--- src/rtl/rf_dump_unit.sv ---
// Read-side debug walker: scans every register-file entry and streams it out over valid/ready.
// Define RF_DUMP_CHECKSUM_EN to append a modulo-2^DW checksum word after the last entry.
module rf_dump_unit #(
  parameter int NREG = 8,
  parameter int AW   = 3,
  parameter int DW   = 32
) (
  input  logic          clk,
  input  logic          n_rst,
  input  logic          start,
  output logic [AW-1:0] ra,
  input  logic [DW-1:0] rd,
  output logic          out_valid,
  input  logic          out_ready,
  output logic [DW-1:0] out_data,
  output logic [AW-1:0] out_idx,
  output logic          out_last,
  output logic          busy,
  output logic          done
);

  localparam logic [AW-1:0] LAST_IDX = AW'(NREG - 1);

`ifdef RF_DUMP_CHECKSUM_EN
  typedef enum logic [2:0] {IDLE, LOAD, SEND, SUM, DONE} state_t;
`else
  typedef enum logic [2:0] {IDLE, LOAD, SEND, DONE} state_t;
`endif

  state_t        state, state_nxt;
  logic [DW-1:0] data_q;
  logic [AW-1:0] idx_q;
  logic          at_last;
  logic          advance;

  assign at_last = (idx_q == LAST_IDX);
  assign advance = (state == SEND) && out_ready && !at_last;

`ifdef RF_DUMP_CHECKSUM_EN
  logic [DW-1:0] sum_q;

  function automatic logic [DW-1:0] wrap_add(input logic [DW-1:0] a, input logic [DW-1:0] b);
    return a + b;
  endfunction

  always_ff @(posedge clk or negedge n_rst) begin
    if (!n_rst) begin
      sum_q <= '0;
    end else if (state == LOAD) begin
      sum_q <= rd;
    end else if (advance) begin
      sum_q <= wrap_add(sum_q, rd);
    end
  end
`endif

  always_ff @(posedge clk or negedge n_rst) begin
    if (!n_rst) begin
      state <= IDLE;
    end else begin
      state <= state_nxt;
    end
  end

  // Capture stage: ra is presented combinationally, the word lands here on the edge.
  always_ff @(posedge clk or negedge n_rst) begin
    if (!n_rst) begin
      data_q <= '0;
      idx_q  <= '0;
    end else if (state == LOAD) begin
      data_q <= rd;
      idx_q  <= '0;
    end else if (advance) begin
      data_q <= rd;
      idx_q  <= idx_q + AW'(1);
    end
  end

  always_comb begin
    state_nxt = state;
    ra        = '0;
    out_valid = 1'b0;
    out_data  = data_q;
    out_idx   = idx_q;
    out_last  = 1'b0;
    busy      = (state != IDLE);
    done      = 1'b0;
    case (state)
      IDLE: begin
        if (start) state_nxt = LOAD;
      end
      LOAD: begin
        state_nxt = SEND;
      end
      SEND: begin
        out_valid = 1'b1;
        ra        = at_last ? idx_q : idx_q + AW'(1);
`ifdef RF_DUMP_CHECKSUM_EN
        if (out_ready && at_last) state_nxt = SUM;
`else
        out_last  = at_last;
        if (out_ready && at_last) state_nxt = DONE;
`endif
      end
`ifdef RF_DUMP_CHECKSUM_EN
      SUM: begin
        out_valid = 1'b1;
        out_data  = sum_q;
        out_idx   = '0;
        out_last  = 1'b1;
        if (out_ready) state_nxt = DONE;
      end
`endif
      DONE: begin
        done      = 1'b1;
        state_nxt = IDLE;
      end
      default: state_nxt = IDLE;
    endcase
  end

endmodule

--- config.mk ---
export PLATFORM = sky130hd
export DESIGN_NAME = rf_dump_unit
export DESIGN_NICKNAME = d
export VERILOG_FILES = /design/src/rtl/rf_dump_unit.sv
export SDC_FILE = /design/constraint.sdc
export NUM_CORES = 1
export LEC_CHECK = 0
export CAP_MARGIN = 10
export CORE_MARGIN = 4
export CORE_UTILIZATION = 42
export DETAILED_ROUTE_END_ITERATION = 8
export GPL_TIMING_DRIVEN = 1
export MAX_ROUTING_LAYER = met4
export PLACE_DENSITY = 0.9
export SLEW_MARGIN = 10
export SYNTH_ARGS = -nofsm -noshare
export SYNTH_HDL_FRONTEND = slang
export SYNTH_SLANG_ARGS = --single-unit
--- constraint.sdc ---
create_clock -name clk -period 2.83 [get_ports clk]
set_clock_uncertainty 0.15 [all_clocks]
set_input_delay 0.4245 -clock clk [delete_from_list [all_inputs] [get_ports clk]]
set_output_delay 0.4245 -clock clk [all_outputs]
set_load 0.02 [all_outputs]
==> results.cfg <==
[floorplan]
core_um2 = 4029
die_w_um = 72.74
num_io_pins = 78
fp.dieH_um = 72.74
dieArea_um2 = 5291
start_util_pct = 43.70
rows = 23

[cells_and_area]
n_antenna_cell = 0
synthToLayoutAreaGrowth_pct = 50.04
drive_above_1_share_pct = 23.53
finalNetCount = 232
final_cells = 237

[global_routing]
grt_pass1_vias = 1287
grt_max_degree = 38
grtUsageTotal_pct = 15.64
antenna_found_initial = 0
grt_pass1_wl_um = 6134
grt-ovfl-total = 0

[sta]
period_share_pct = 94.09
setup_tns_ns = 0
slew_headroom_pct = 47.15
fmax_ghz = 0.3755
worstMarginPinSlew_ns = 0.7927
finalMaxSlewViolations = 0
hold_ws_ns = 0.07143
layout_min_cycle_time_ns = 2.663
setup_viol = 0
hold_violations = 0
rsz0062_at_grt = false

[logic_synthesis]
synth-compound-area-share_pct = 0.9240
synthAdderAreaFrac_pct = 6.397
yosys_register_bits = 37
syn_nets = 151
synth_area_um2 = 1760
yosysSeqAreaShare_pct = 52.59
synth_area_per_cell_um2 = 16.61
synthTopCellsByArea = dfrtp_1, mux2_4, ha_1, buf_12, mux2i_1
yosysWarnings = 0
async_reset_ff_share_pct = 100.0
synthesis.instances = 106
synth_top_cell_by_area = dfrtp_1
synth-edff-count = 0
synthSimpleGateAreaFrac_pct = 4.193
synth_xor_area_share_pct = 0.9950
post-synth-top-area-fraction_pct = 52.59
synth_ff_type = dfrtp_1
synth_cell_types = 18
netlist_top_cells_count = dfrtp_1, mux2_4, ha_1
yosysMostFrequentCell = dfrtp_1
synthMuxAreaShare_pct = 29.78
synth_top_family_by_area = multiplexers

[setup_path]
reg2reg_to = out_data[6]
crit_family = buffers and inverters
cp_cell_sequence = ha_1 > ha_1 > mux2i_1 > nor2b_1 > clkdlybuf4s50_1
crit_slowest_cell = clkdlybuf4s50_1
cp.required_ns = 2.26
timing.rr.start = out_idx[0]
crit_path_start_kind = flip-flop
crit_arrival_ns = 2.09
cp_common_cell = ha_1
critPathMaxStageDelay_ns = 0.61
worst-r2r-cell-count = 6
rrSetupSlack_ns = 0.76
crit_path_end_kind = output pin
path_max_fanout = 4
cp_num_buf_inv = 1
path_class = flip-flop to output pin

[run]
drv_cap = 0

[clock_network]
clk_pin_slew_ns = 0.07
worstSkewPairLatency_ns = 0.28
cts_num_sinks = 37
numCtsBuffers = 5
cts_tree = built
cts_max_path_buffers = 2
ctsResizeCount = 0
post_cts_buffers = 0
ctsHoldBuffers = 0
htreeDepth = 2
cts_root_buf = clkbuf_8

[placement]
gp_congestion = 0.8388
dp_hpwl_um = 3101
dp.cells = 230
portBuffers = 77

[drt]
routed_wl_um = 3951
viasPerCell = 4.658
vias = 1104
drtAntennaViolNets = 0
drt_iter0_markers = 58
wire_per_inst_um = 16.67
drc = 0
drt_first_pass_iters = 4

[run_status]
outcome = complete, no violations

[power_and_ir_drop]
power_density_nw_per_um2 = 1292
vdd.ir_drop.worst_mv = 0.6744
p_leak_uw = 0.001247

[worst_hold_path]
min_path_type = primary input to asynchronous set/reset pin
[worst register-to-register path: stages, from the launching register on]
cell	delay, ns
dfrtp_1	0.43
ha_1	0.24
ha_1	0.18
nand3b_4	0.16
nor2b_4	0.18
buf_12	0.25
mux2_2	0.38
[cell families after synthesis]
kind of cell    count (synthesis)
compound gates                  2
xor+xnor                        2
fa+ha+maj                       9
buf+inv                         9
flops                          37
mux                            37
simple gates                   10
[final cells by class]
| cell class | count | area (µm²) |
|---|---|---|
| fill | 298 | 1388 |
| sequential | 37 | 925.9 |
| timing repair buffer | 78 | 785.8 |
| multi-input combinational | 60 | 744.5 |
| clock buffer | 5 | 68.82 |
| tap | 50 | 62.56 |
| clock inverter | 2 | 35.03 |
| inverter | 5 | 18.77 |
[cell usage in the layout (no fill, tap or decap), types with 2 or more instances in the layout]
cell,Yosys,routed
and2_1,2,2
clkbuf_8,0,5
clkdlybuf4s50_1,0,76
dfrtp_1,37,37
ha_1,9,9
inv_1,5,5
mux2_2,3,3
mux2_4,30,30
mux2i_1,4,4
nor2_1,3,3
nor2b_1,2,2
[sequential cells by signal (all words and copies together) (netlist names)]
| name | cells |
|---|---|
| out_data | 32 |
| state | 2 |
| out_idx | 3 |
[stage by stage]
step	total power (µW)	setup WS (ns)	util, %	cell area [µm²]
3_3_place_gp	2925	0.5392	62.98	2537
4_1_cts	3460	0.1210	65.56	2641
6_report	3413	0.1672	65.56	2641
3_5_place_dp	3007	0.4393	62.98	2537
2_1_floorplan	2295	0.7504	-	1760
5_1_grt	3595	0.07166	65.56	2641
[worst max-delay path by stage]
| stage | cells past startpoint | start | slack (ns) | endpoint |
|---|---|---|---|---|
| 6_report | 5 | out_idx[0] | 0.17 | ra[1] |
| 5_1_grt | 5 | out_idx[0] | 0.07 | ra[1] |
| 4_1_cts | 5 | out_idx[0] | 0.12 | ra[1] |
| 3_5_place_dp | 5 | out_idx[0] | 0.44 | ra[1] |
| 3_3_place_gp | 5 | out_idx[0] | 0.54 | ra[0] |
| 2_1_floorplan | 7 | out_idx[0] | 0.75 | out_data[0] |
[metal layers]
metal	share of wire (%)	up-vias	global-route usage [%]
met5	0	-	-
met4	0.58	0	4.303
met3	4.1	2	2.893
met2	55	41	27.05
met1	40	543	18.64
li1	-	518	-
[power breakdown]
part           internal, µW  switching [µW]
logic                  1140             852
registers               803             188
clock network           256             175
total                  2200            1210
Note: power is estimated with default switching activity, not from simulation.
==> RTL edit 1 (same flow settings) <==
Re-encode `state_t` (4 states) as one-hot, 4 bits wide.
--- a/src/rtl/rf_dump_unit.sv
+++ b/src/rtl/rf_dump_unit.sv
@@ -24,7 +24,7 @@
 `ifdef RF_DUMP_CHECKSUM_EN
   typedef enum logic [2:0] {IDLE, LOAD, SEND, SUM, DONE} state_t;
 `else
-  typedef enum logic [2:0] {IDLE, LOAD, SEND, DONE} state_t;
+  typedef enum logic [3:0] {IDLE = 4'b0001, LOAD = 4'b0010, SEND = 4'b0100, DONE = 4'b1000} state_t;
 `endif
 
   state_t        state, state_nxt;
Formal check against the unedited RTL: no difference found for any inputs over 10 cycles, from zero or initial values and one cycle with n_rst low; not proved beyond that.
==> RTL edit 1 against the unedited design <==
- wire length down 1.5%
- power shrank 16%
- global-route usage is 1.3 points higher
- critical endpoint is now out_last
- sequential share of layout area grew 2.9 points
- cell area fell by 2.5%
- sequential cell count is 2 higher
- utilization rose by 3.7 points
- via count is 7.6% higher
- critical path type unchanged
- final cell count rose by 2.5%
- setup slack worse by 0.039 ns
- combinational power decreased by 29%
- area after synthesis is 6.3% lower
==> RTL edit 1: results <==
export IMPL_fin_nets=234
export IMPL_layoutNonFillerInstCount=243
export IMPL_hp_class="in2async"
export IMPL_antenna_found_initial=0
export IMPL_grt_pass1_vias=1289
export IMPL_ys_seq_area_frac=0.593
export IMPL_antenna_cells=0
export IMPL_clockBufferDepth=2
export IMPL_cp_max_fo=6
export IMPL_ir_drop_mv=0.744
export IMPL_clk_pin_slew_ns=0.07
export IMPL_cts_repair_resized=1
export IMPL_cts_setup_buffers=0
export IMPL_htreeDepth=2
export IMPL_drt_vias_per_instance=4.89
export IMPL_slowest_delay_ns=0.62
export IMPL_cts_root_buf="clkbuf_8"
export IMPL_critPathArrivalTime_ns=2.13
export IMPL_timing_setup_tns_ns=0
export IMPL_grt_max_degree=40
export IMPL_slew_limit_headroom=0.449
export IMPL_dpl_hpwl_um=3090
export IMPL_largest_reg_flops=32
export IMPL_drt_first_pass_iters=5
export IMPL_synth_distinct_cells=24
export IMPL_max_cap_viol_count=0
export IMPL_ys_warn_count=0
export IMPL_syn_nets=153
export IMPL_place_inst=235
export IMPL_synth_ff_type="dfrtp_1"
export IMPL_drt_iter0_markers=49
export IMPL_dp_slack_ns=0.306
export IMPL_leakagePower_uw=0.00111
export IMPL_synthArstFlopShare=1.00
export IMPL_grt_pass1_wl_um=6420
export IMPL_place_gp_congestion=0.874
export IMPL_synthTopCellsByArea="dfrtp_1, mux2_2, ha_1"
export IMPL_synthTopCellsByCount="dfrtp_1, mux2_2, nor2_1"
export IMPL_synthCells=113
export IMPL_wl_per_cell_um=16.0
export IMPL_grt_total_usage=0.169
export IMPL_status="complete, no violations"
export IMPL_drive_above_1_share=0.241
export IMPL_slowest_stage="or4b_4"
export IMPL_crit_family="simple AND/OR/NAND/NOR gates"
export IMPL_portBuffers=77
[RTL edit 1: per-layer routing]
metal,GRT usage,routed length (um),up-vias
met5,-,0,-
met4,0.0501,39,0
met3,0.0568,256,4
met2,0.284,2060,56
met1,0.194,1530,580
li1,-,-,548
[RTL edit 1: cells by family after synthesis]
logic type / Yosys count / share of synthesized area
AOI/OAI and AO/OA: 4 / 0.0190
xor gates and xnor gates: 1 / 0.00531
adders and majority gates: 4 / 0.0304
buffers and inverters: 8 / 0.0372
DFF: 39 / 0.593
muxes: 34 / 0.231
and+or+nand+nor: 23 / 0.0850
[RTL edit 1: layout make-up]
class | count | area [um^2]
timing repair buffer | 78 | 786
clock inverter | 2 | 35.0
tap | 48 | 60.1
sequential | 39 | 977
multi-input combinational | 66 | 614
clock buffer | 6 | 82.6
fill | 281 | 1140
inverter | 4 | 20.0
[RTL edit 1: final timing paths]
kind	from	end	cells after the start	slack, ns
worst max register to register	out_idx[0]$_DFFE_PN0P_	out_data[11]$_DFFE_PN0P_	6	0.59
worst min-delay path	n_rst	out_data[5]$_DFFE_PN0P_	1	0.09
worst min register to register	out_data[15]$_DFFE_PN0P_	out_data[15]$_DFFE_PN0P_	1	0.35
max in group asynchronous	n_rst	out_data[31]$_DFFE_PN0P_	1	1.92
worst max-delay path	state[3]$_DFFE_PN0P_	out_last	4	0.13
min in group clk	out_data[15]$_DFFE_PN0P_	out_data[15]$_DFFE_PN0P_	1	0.35
[RTL edit 1: power breakdown]
group / leakage (uW) / internal, uW / switching, uW
registers: 0.000474 / 829 / 154
clock network: 0.0000612 / 285 / 178
logic: 0.000572 / 765 / 646
total: 0.00111 / 1880 / 977
[RTL edit 1: per-stage QoR]
stage | power [uW] | instance area (um^2)
after floorplan | 1720 | 1650
after global placement | 2350 | 2450
after detailed placement | 2420 | 2450
after CTS | 2900 | 2570
after global routing | 3030 | 2570
final | 2860 | 2570
==> RTL edit 2 (config.mk and constraints unchanged) <==
Without the edit above. Set the parameter `NREG` to 4 (it was 8).
--- a/src/rtl/rf_dump_unit.sv
+++ b/src/rtl/rf_dump_unit.sv
@@ -1,7 +1,7 @@
 // Read-side debug walker: scans every register-file entry and streams it out over valid/ready.
 // Define RF_DUMP_CHECKSUM_EN to append a modulo-2^DW checksum word after the last entry.
 module rf_dump_unit #(
-  parameter int NREG = 8,
+  parameter int NREG = 4,
   parameter int AW   = 3,
   parameter int DW   = 32
 ) (
Function: changed (a bounded check fails within 10 cycles, from zero or initial values and one cycle with n_rst low).
==> RTL edit 2 against the unedited design <==
- count of clock-buffer cells in the layout unchanged
- power is 1.1% lower
- largest cell class unchanged
- register-to-register slack worse by 0.13 ns
- sequential cell count is the same
- wire length is 4.2% higher
- highest routed layer unchanged
- setup slack worse by 0.027 ns
- area after synthesis is 0.43% lower
- cell area decreased by 1.4%
==> RTL edit 2: results <==
export IMPL_status="complete, no violations"
export IMPL_r2r_end="out_data[0]$_DFFE_PN0P_"
export IMPL_dpl_hpwl_um=3210
export IMPL_timing_final_ws_setup_ns=0.140
export IMPL_hold_ws_ns=0.0879
export IMPL_ir_drop_mv=0.796
export IMPL_synth_xor_area_frac=0.00999
export IMPL_drt_first_pass_iters=3
export IMPL_r2r_setup_slack_ns=0.63
export IMPL_synth_compound_area_frac=0.0136
export IMPL_n_fill_cell=305
export IMPL_postPlaceCellArea_um2=2530
export IMPL_worst_pin_slew_ns=0.810
export IMPL_grt_pass1_wl_um=6550
export IMPL_grt_pass1_vias=1306
export IMPL_drt_iter0_markers=48
export IMPL_ys_seq_area_frac=0.528
export IMPL_synthMuxAreaShare=0.293
export IMPL_leakagePower_uw=0.00120
export IMPL_routed_wl_um=4120
export IMPL_place_gp_congestion=0.756
export IMPL_drt_vias_per_instance=4.75
export IMPL_grt_total_usage=0.167
export IMPL_synthTopCellsByArea="dfrtp_1, mux2_4, ha_1"
export IMPL_synthTopCellsByCount="dfrtp_1, mux2_4, ha_1"
export IMPL_cts_root_buf="clkbuf_8"
export IMPL_via_count=1122
export IMPL_drive_above_1_share=0.226
export IMPL_cp_startpoint="out_idx[0]$_DFFE_PN0P_"
## RTL edit 2: cell types whose count changed after synthesis
cell	before	now
nor2b_1	2	1
xor2_1	1	0
a211oi_1	0	1
and3b_1	0	1
mux2i_1	4	3
xnor2_1	1	2
and2_1	2	3
nand3b_4	1	0
nor2_8	0	1
nor2b_4	1	0
## RTL edit 2: layout make-up
class                      count  area (um^2)  area share
clock buffer                   5         68.8      0.0264
clock inverter                 1         5.00     0.00192
inverter                       5         18.8     0.00721
multi-input combinational     60          737       0.283
sequential                    37          926       0.356
tap                           50         62.6      0.0240
timing repair buffer          78          786       0.302
## RTL edit 2: report_power, final
group / internal [uW] / switching [uW] / leakage (uW)
Sequential: 806 / 188 / 0.000435
Combinational: 1160 / 895 / 0.000724
Clock: 162 / 164 / 0.0000399
## RTL edit 2: routing by layer
layer  vias to the layer above  track usage  share of wire
met5                         -            -              0
met4                         0       0.0574          0.023
met1                       558        0.168           0.35
met2                        39        0.308           0.57
met3                         8       0.0468          0.052
li1                        517            -              -
